## config.mk

```make
export PLATFORM = sky130hd
export DESIGN_NAME = uart_rx_stream
export DESIGN_NICKNAME = d
export VERILOG_FILES = /design/src/rtl/uart_rx_stream.sv
export SDC_FILE = /design/constraint.sdc
export NUM_CORES = 1
export LEC_CHECK = 0
export CAP_MARGIN = 25
export CORE_MARGIN = 4
export CORE_UTILIZATION = 40
export DETAILED_ROUTE_END_ITERATION = 8
export MAX_ROUTING_LAYER = met4
export PLACE_DENSITY = 0.64
export SYNTH_ARGS = -nofsm -noshare
export SYNTH_HDL_FRONTEND = slang
export SYNTH_SLANG_ARGS = --single-unit
```

## constraint.sdc

```tcl
create_clock -name clk -period 3.1 [get_ports clk]
set_input_delay 0.31 -clock clk [delete_from_list [all_inputs] [get_ports clk]]
set_output_delay 0.31 -clock clk [all_outputs]
set_load 0.02 [all_outputs]
```

## src/rtl/uart_rx_stream.sv

```systemverilog
// 8N1 UART receiver feeding a first-word-fall-through byte FIFO with a ready/valid output.
// Sticky overflow and framing-error flags are cleared by i_clear_err.
module uart_rx_stream #(
  parameter int CLKS_PER_BIT = 868,
  parameter int FIFO_DEPTH   = 8
) (
  input  logic                          clk,
  input  logic                          rst_n,
  input  logic                          i_rx,
  output logic [7:0]                    o_data,
  output logic                          o_valid,
  input  logic                          i_ready,
  output logic [$clog2(FIFO_DEPTH):0]   o_level,
  output logic                          o_overflow,
  output logic                          o_frame_err,
  input  logic                          i_clear_err
);

  localparam int AW = $clog2(FIFO_DEPTH);
  localparam int LW = AW + 1;
  localparam logic [15:0]   HALF_M1  = 16'(CLKS_PER_BIT / 2 - 1);
  localparam logic [15:0]   FULL_M1  = 16'(CLKS_PER_BIT - 1);
  localparam logic [LW-1:0] FULL_LVL = LW'(FIFO_DEPTH);

  typedef enum logic [1:0] {IDLE, START, DATA, STOP} state_t;

  state_t      state, state_d;
  logic [15:0] cnt, cnt_d;
  logic [2:0]  bit_cnt, bit_d;
  logic [7:0]  shift, shift_d;
  logic        push, frame_set;
  logic        rx_meta, rx_sync, rx_prev;

  logic [7:0]    mem [FIFO_DEPTH];
  logic [AW-1:0] wr_ptr, rd_ptr;
  logic [LW-1:0] level;
  logic          pop, full, push_ok, ovf_set;

  // Synchronizer plus one extra flop for falling-edge detection
  always_ff @(posedge clk) begin
    if (!rst_n) begin
      rx_meta <= 1'b1;
      rx_sync <= 1'b1;
      rx_prev <= 1'b1;
    end else begin
      rx_meta <= i_rx;
      rx_sync <= rx_meta;
      rx_prev <= rx_sync;
    end
  end

  always_ff @(posedge clk) begin
    if (!rst_n) begin
      state   <= IDLE;
      cnt     <= '0;
      bit_cnt <= '0;
    end else begin
      state   <= state_d;
      cnt     <= cnt_d;
      bit_cnt <= bit_d;
    end
  end

  always_ff @(posedge clk) begin
    shift <= shift_d;
  end

  // Every sample point reloads the baud counter, so each bit period starts fresh
  always_comb begin
    state_d   = state;
    cnt_d     = cnt;
    bit_d     = bit_cnt;
    shift_d   = shift;
    push      = 1'b0;
    frame_set = 1'b0;
    case (state)
      IDLE: begin
        if (rx_prev && !rx_sync) begin
          state_d = START;
          cnt_d   = '0;
        end
      end
      START: begin
        if (cnt == HALF_M1) begin
          cnt_d = '0;
          if (!rx_sync) begin
            state_d = DATA;
            bit_d   = '0;
          end else begin
            state_d = IDLE;
          end
        end else begin
          cnt_d = cnt + 16'd1;
        end
      end
      DATA: begin
        if (cnt == FULL_M1) begin
          cnt_d   = '0;
          shift_d = {rx_sync, shift[7:1]};
          if (bit_cnt == 3'd7) begin
            state_d = STOP;
            bit_d   = '0;
          end else begin
            bit_d = bit_cnt + 3'd1;
          end
        end else begin
          cnt_d = cnt + 16'd1;
        end
      end
      STOP: begin
        if (cnt == FULL_M1) begin
          cnt_d   = '0;
          state_d = IDLE;
          if (rx_sync) push = 1'b1;
          else         frame_set = 1'b1;
        end else begin
          cnt_d = cnt + 16'd1;
        end
      end
      default: state_d = IDLE;
    endcase
  end

  // FIFO: a pop frees the slot for a same-cycle push even when full
  assign full    = (level == FULL_LVL);
  assign pop     = (level != '0) && i_ready;
  assign push_ok = push && (!full || pop);
  assign ovf_set = push && full && !pop;

  always_ff @(posedge clk) begin
    if (push_ok) mem[wr_ptr] <= shift;
  end

  always_ff @(posedge clk) begin
    if (!rst_n) begin
      wr_ptr <= '0;
      rd_ptr <= '0;
      level  <= '0;
    end else begin
      if (push_ok) wr_ptr <= wr_ptr + 1'b1;
      if (pop)     rd_ptr <= rd_ptr + 1'b1;
      case ({push_ok, pop})
        2'b10:   level <= level + 1'b1;
        2'b01:   level <= level - 1'b1;
        default: level <= level;
      endcase
    end
  end

  always_ff @(posedge clk) begin
    if (!rst_n) begin
      o_overflow  <= 1'b0;
      o_frame_err <= 1'b0;
    end else begin
      if (ovf_set)          o_overflow <= 1'b1;
      else if (i_clear_err) o_overflow <= 1'b0;
      if (frame_set)        o_frame_err <= 1'b1;
      else if (i_clear_err) o_frame_err <= 1'b0;
    end
  end

  assign o_data  = mem[rd_ptr];
  assign o_valid = (level != '0);
  assign o_level = level;

endmodule

```

==> results of run 1 <==
flip-flops by register name (all words and copies together), names as in the netlist, 3 cells and up, named ones only:
register / cells
mem: 64
o_level: 4
shift: 8
rd_ptr: 3
bit_cnt: 3
cnt: 16
wr_ptr: 3
routing by layer:
layer,GRT usage (%),part of all wire [%]
met2,22.5,49
met1,18.5,47
met5,-,0
met3,3.99,3.2
met4,3.87,0.83
cells in the mapped netlist, types with 4 or more instances:
master and n:
clkbuf_1 12, a21boi_0 4, o21ai_0 7, nand2_1 30, a21oi_1 15, mux4_2 16, nand3b_1 6, xnor2_1 4
a31oi_1 10, nand2b_1 9, a22o_1 4, nor3_1 7, inv_1 7, nand4_1 5, dfxtp_1 39, ha_1 7
mux2_2 8, edfxtp_1 72, nor4_1 4, nor2_1 12, mux2i_1 5, and2_1 9, nand3_1 10
area by class of cell:
| class | instances | area (um2) | share of cell area (%) |
|---|---|---|---|
| sequential | 111 | 2940 | 54.9 |
| multi-input combinational | 208 | 1620 | 30.3 |
| clock buffer | 10 | 229 | 4.27 |
| clock inverter | 6 | 43.8 | 0.817 |
| inverter | 7 | 26.3 | 0.490 |
| timing repair buffer | 36 | 315 | 5.88 |
| tap | 143 | 179 | 3.34 |
cell families (layout without fill, tap and decap cells):
| logic type | after synthesis | after routing | synth area share [%] |
|---|---|---|---|
| buf+inv | 25 | 59 | 2.49 |
| xor+xnor | 5 | 5 | 0.937 |
| flops | 111 | 111 | 62.9 |
| fa+ha+maj | 7 | 7 | 1.87 |
| mux | 29 | 29 | 10.7 |
| compound gates | 52 | 52 | 7.25 |
| simple gates | 115 | 115 | 13.8 |
report_power, final:
part | internal [W] | switching (W)
Clock | 0.000551 | 0.000506
Combinational | 0.000254 | 0.000233
Sequential | 0.00158 | 0.0000259
Total | 0.00239 | 0.000765
per-stage QoR:
step,util [%],instances
global route,46.9,521
detailed placement,44.5,504
global placement,44.5,504
CTS,46.9,520
finish,46.9,521
floorplan,-,344
worst max path at each step:
stage | end | cells past startpoint
after CTS | mem[5][1]$_DFFE_PP_ | 6
after detailed placement | mem[5][2]$_DFFE_PP_ | 6
after global placement | mem[5][0]$_DFFE_PP_ | 6
after floorplan | mem[0][0]$_DFFE_PP_ | 5
after global routing | mem[5][5]$_DFFE_PP_ | 6
final | mem[5][4]$_DFFE_PP_ | 6
cells in the final DEF (no fill, tap or decap), drive strengths merged, types with 3 or more instances in the layout:
| cell type | instances |
|---|---|
| clkdlybuf4s50 | 19 |
| nor4 | 4 |
| nand2b | 9 |
| edfxtp | 72 |
| dfxtp | 39 |
| nor3 | 9 |
| nand3 | 10 |
| a31oi | 10 |
| inv | 10 |
| buf | 16 |
| mux2i | 5 |
| a21oi | 15 |
| nand4 | 5 |
| and2 | 10 |
| xnor2 | 4 |
| o21ai | 7 |
| mux2 | 8 |
| or4 | 5 |
| nand2 | 30 |
| ha | 7 |
| nand3b | 6 |
| a21boi | 4 |
| a22o | 4 |
| clkbuf | 11 |
| nor2 | 12 |
| mux4 | 16 |
| and3 | 3 |
==> summary.txt, run 1 <==
Timing
  • Part of the cycle the worst path needs: 89.4%
  • Worst setup margin: 0.330 ns
  • Final setup viols: 0
  • Setup TNS: 0 ns
  • Fin. Hold Viols: 0
  • RSZ-0062 raised after global routing: no
  • Final min period: between 2 and 3 ns
  • Max Freq: about 360 MHz
  • Slew Limit Fails: 0
  • Rel. slew slack: around 36%
  • Worst Skew: 0.00692 ns
  • Min Hold Slack: around 0.42 ns
  • Slew @ Worst Pin: roughly 0.95 ns

Worst setup path
  • Cell Chain, Critical Path: or4_1 -> or3_4 -> or3_1 -> or2_4 -> nor2_1 -> buf_4
  • Worst path bufs/invs: 1
  • Data required time of the worst path: approximately 3.2 ns
  • R2r setup slk: between 0.3 and 0.4 ns
  • Worst-path fanout max: 8
  • Top delay family on crit path: simple AND/OR/NAND/NOR gates
  • Crit path kind: register to register
  • Critical Path AT: about 2.8 ns
  • CP Capture Type: register
  • Slowest stage delay, CP: between 0.6 and 0.7 ns
  • Critical path startpoint: cnt[12]$_SDFFE_PN0N_
  • R2R depth: 6
  • Slowest-stage cell, CP: or4_1
  • Critical Path Source Type: register
  • Reg-to-Reg End: mem[5][4]$_DFFE_PP_
  • Critical R2R Launch: cnt[12]$_SDFFE_PN0N_

Logic synthesis
  • Register area share after synthesis: 62.9%
  • Most used DFF post-synth: edfxtp_1
  • Netlist cell types: 50
  • Mean Syn Cell Area: approximately 14 um2
  • Synth async-reset ratio: 0%
  • Largest cells by area after synthesis: edfxtp_1 (46%), dfxtp_1 (17%), mux4_2 (7.7%), nand2_1 (2.4%), mux2_2 (1.9%)
  • #FFs+latches synth: roughly 110
  • Yosys warnings: 0
  • Synth Cell Area: about 4700 um2
  • Synth top area share: 46.2%
  • Number of flops mapped to enable cells by yosys: 72
  • Syn nets: ~360
  • Post-Syn Instances: between 300 and 400
  • Largest area contributor in the netlist: edfxtp_1

Clocking
  • Max Root-Sink Buffers: 2
  • CTS Buf Count: 9
  • Clk Latency, worst-skew pair: ~0.34 ns
  • Resize count post-CTS: 0
  • Reg clk slew, reported paths: 0.07 ns
  • Hold buffer count at cts: 0
  • Setup Buffers After CTS: 0
  • Clk sinks: 111
  • CTS tree: done
  • H-tree levels: 3
  • Root Buffer: clkbuf_16

Placed design
  • Placer Congestion: 0.867
  • I/O Buffers: 19
  • DP Area: just over 5000 um2
  • Pre-CTS WS: roughly 0.32 ns
  • Detail Placement HPWL: approximately 5900 um

Global routing
  • Vias in the first global route: ~2800
  • Largest net degree at the start of global routing: 26
  • First-pass GRT wire length: between 10000 and 15000 um
  • Initial antenna violation count: 0
  • Global-route usage over all layers: around 14%
  • Total grt overflow: 0

Detailed routing
  • Vias/cell: 5.30
  • DRT antenna net count: 0
  • DRC violations left: 0
  • WL/cell: roughly 17 um
  • Final wirelength: roughly 8700 um
  • Initial DRC Count: between 100 and 150
  • Via count: 2760
  • First drt pass iteration count: 4

Min path
  • Hold Path Stages: 1
  • Hold Path Origin: rx_meta$_SDFF_PN1_
  • Worst Hold End: rx_sync$_SDFF_PN1_
  • Worst hold path class: register to register

Die
  • FP Rows: 39
  • Die extent in y: between 100 and 150 um
  • Initial Util: 40.9%
  • I/O pin cnt: 20
  • Die area: roughly 13000 um2
  • Core area: 11400 um2
  • Width of the die: roughly 120 um

Cells and area
  • Layout cells sized above 1: about 17%
  • Synth-to-layout area growth: 14.6%
  • Post-Layout Inst Area: between 5000 and 6000 um2
  • Antenna cells: 0
  • Fin nets: 385
  • Fillers: slightly above 1000

Pwr
  • Power Density: between 500 and 600 nW/um2
  • Static leakage: 1.77 nW
  • Pwr Total: between 0.003 and 0.004 W
  • Maximum vdd ir drop: ~0.43 mV

Flow run
  • Max cap viols: 0

Outcome
  • Status: finished clean
Power figures use the tool's default switching activity.
==> run 2: changes to the inputs <==
--- a/config.mk
+++ b/config.mk
@@ -7,10 +7,10 @@
 export LEC_CHECK = 0
 export CAP_MARGIN = 25
 export CORE_MARGIN = 4
-export CORE_UTILIZATION = 40
+export CORE_UTILIZATION = 54
 export DETAILED_ROUTE_END_ITERATION = 8
 export MAX_ROUTING_LAYER = met4
-export PLACE_DENSITY = 0.64
+export PLACE_DENSITY = 0.8
 export SYNTH_ARGS = -nofsm -noshare
 export SYNTH_HDL_FRONTEND = slang
 export SYNTH_SLANG_ARGS = --single-unit
==> run 2 against run 1 <==
Sequential share of layout area rose by 1.9 points; die area fell by 24%; cell count fell by 8.1%; via count rose by 2.6%; worst setup slack improved by 0.017 ns; design area fell by 3.3%; sequential power barely moved; count of clock-buffer cells in the layout did not move; routed wire length fell by 6.1%; critical path type unchanged; highest routed layer unchanged.
==> summary.txt, run 2 (synthesis gave the netlist of run 1 again) <==
Outcome
  • Status: finished clean

Timing
  • Max Freq: between 300 and 400 MHz
  • Worst Skew: around 0.012 ns
  • RSZ-0062 raised after global routing: no
  • Final setup viols: 0
  • Final min period: around 2.8 ns
  • Rel. slew slack: 35.8%
  • Slew @ Worst Pin: 0.955 ns
  • Part of the cycle the worst path needs: 88.8%
  • Fin. Hold Viols: 0
  • Setup TNS: 0 ns
  • Slew Limit Fails: 0

Detailed routing
  • DRC violations left: 0
  • Initial DRC Count: ~180
  • WL/cell: approximately 17 um
  • Final wirelength: 8170 um
  • DRT antenna net count: 0
  • Vias/cell: roughly 6
  • Via count: approximately 2800
  • First drt pass iteration count: 4

Worst setup path
  • Slowest stage delay, CP: between 0.5 and 0.6 ns
  • Critical Path Source Type: register
  • Critical Path AT: around 2.8 ns
  • Worst path bufs/invs: 1
  • CP Capture Type: register
  • Slowest-stage cell, CP: or4_4
  • Crit path kind: register to register
  • Worst path depth: 6
  • Cell Chain, Critical Path: or4_4 -> or3_4 -> or3_1 -> or2_4 -> nor3_2 -> buf_4
  • Worst-path fanout max: 8
  • Data required time of the worst path: between 3 and 4 ns
  • R2R depth: 6
  • Top delay family on crit path: simple AND/OR/NAND/NOR gates

Cells and area
  • Top reg by flops: mem
  • Layout cells sized above 1: ~16%
  • Antenna cells: 0
  • Largest registers: mem: 64 flops, cnt: 16 flops, shift: 8 flops
  • Fin nets: roughly 380
  • Synth-to-layout area growth: 10.8%
  • Most common cell after layout, fill and taps aside: edfxtp_1
  • Post-Layout Inst Area: slightly above 5000 um2
  • Commonest non-fill, non-tap cells in the layout: edfxtp_1 (72), dfxtp_1 (39), nand2_1 (30)
  • Largest register FFs: between 60 and 70
  • Fillers: just over 600

Pwr
  • Maximum vdd ir drop: roughly 0.27 mV
  • Static leakage: ~1.7 nW
  • Comb pwr share: between 15 and 20%
  • Switching share of power: 26.0%
  • Power share of the clock group: 27.8%
  • P_sw: around 0.00075 W
  • Pint: around 0.0021 W
  • Power Density: around 560 nW/um2
  • Sequential share of power: a little under three fifths

Clocking
  • Hold buffer count at cts: 0
  • Setup Buffers After CTS: 0
  • Resize count post-CTS: 0
  • CTS tree: done
  • Root Buffer: clkbuf_8
  • Reg clk slew, reported paths: approximately 0.1 ns
  • Clk Latency, worst-skew pair: approximately 0.38 ns
  • CTS Buf Count: 9
  • Clk sinks: between 100 and 150
  • Max Root-Sink Buffers: 2
  • H-tree levels: 3

Global routing
  • Total grt overflow: 0
  • Vias in the first global route: 2785
  • First-pass GRT wire length: ~14000 um
  • Global-route usage over all layers: between 10% and 20%
  • Met2 Usage GRT: around 28%
  • Grt met3 use: ~3.2%
  • Largest net degree at the start of global routing: 26
  • GRT busiest layer: met2
  • Initial antenna violation count: 0
  • GR Util met1: about a quarter

Flow run
  • Max cap viols: 0

Min path
  • Worst hold path class: register to register
  • Hold Path Stages: 1

Die
  • I/O pin cnt: 20
  • Core area: around 8300 um2
  • FP Rows: 33
  • Width of the die: 101 um
  • Initial Util: 56.3%
  • Die extent in y: around 100 um
  • Die area: around 10000 um2

Placed design
  • Placer Congestion: 0.855
  • Detail Placement HPWL: approximately 5600 um
  • DP Area: approximately 5000 um2
  • I/O Buffers: 19
==> run 2: cell count changes in the layout (fill, tap and decap cells not counted) <==
| cell | delta |
|---|---|
| nor4_2 | -1 |
| clkbuf_16 | -9 |
| buf_4 | -4 |
| clkinv_4 | +1 |
| inv_8 | +1 |
| clkinv_1 | +1 |
| clkbuf_8 | +9 |
| nor4_1 | +1 |
| clkinvlp_4 | -1 |
| clkinv_2 | -2 |
==> run 2: area by class of cell <==
cell class / instances / area [um2] / area share (%)
timing repair buffer: 32 / 285 / 5.51
inverter: 7 / 26.3 / 0.507
clock buffer: 10 / 128 / 2.46
sequential: 111 / 2940 / 56.8
tap: 105 / 131 / 2.54
multi-input combinational: 208 / 1620 / 31.2
clock inverter: 6 / 50.0 / 0.966
==> run 2: worst register-to-register path: cells and delay by family, from the launching register on <==
kind / cells / cell delay (ns)
AND/OR/NAND/NOR: 5 / 1.88
flip-flops: 1 / 0.38
buffers and inverters: 1 / 0.19
==> run 2: path summary, 6_finish.rpt <==
| kind | from | end | slack (ns) |
|---|---|---|---|
| worst min-delay path | rx_meta$_SDFF_PN1_ | rx_sync$_SDFF_PN1_ | 0.42 |
| worst max-delay path | cnt[3]$_SDFFE_PN0N_ | mem[4][0]$_DFFE_PP_ | 0.35 |
| worst max register to register | cnt[3]$_SDFFE_PN0N_ | mem[4][0]$_DFFE_PP_ | 0.35 |
| worst min register to register | rx_meta$_SDFF_PN1_ | rx_sync$_SDFF_PN1_ | 0.42 |
==> run 2: per-layer routing <==
metal	part of all wire (%)	wire length, um	vias up
met4	2.2	178	0
li1	-	-	1359
met2	48	3960	55
met5	0	0	-
met3	4.2	341	16
met1	45	3690	1402
==> run 2: through the flow <==
step | setup WS, ns | utilization, % | hold WS (ns) | total power [W] | std cells
finish | 0.347 | 62.4 | 0.420 | 0.00288 | 479
global route | 0.208 | 62.4 | 0.439 | 0.00300 | 479
CTS | 0.303 | 62.4 | 0.423 | 0.00290 | 478
detailed placement | 0.370 | 60.2 | 0.396 | 0.00212 | 462
global placement | 0.429 | 60.2 | 0.390 | 0.00211 | 462
floorplan | 0.0911 | - | 0.386 | 0.00198 | 344
==> run 2: power by group through the flow <==
stage | combinational [W] | clock, W | sequential, W
3_3_place_gp | 0.000457 | 0 | 0.00165
6_report | 0.000462 | 0.000802 | 0.00162
4_1_cts | 0.000464 | 0.000813 | 0.00162
3_5_place_dp | 0.000463 | 0 | 0.00165
2_1_floorplan | 0.000330 | 0 | 0.00165
5_1_grt | 0.000507 | 0.000874 | 0.00162
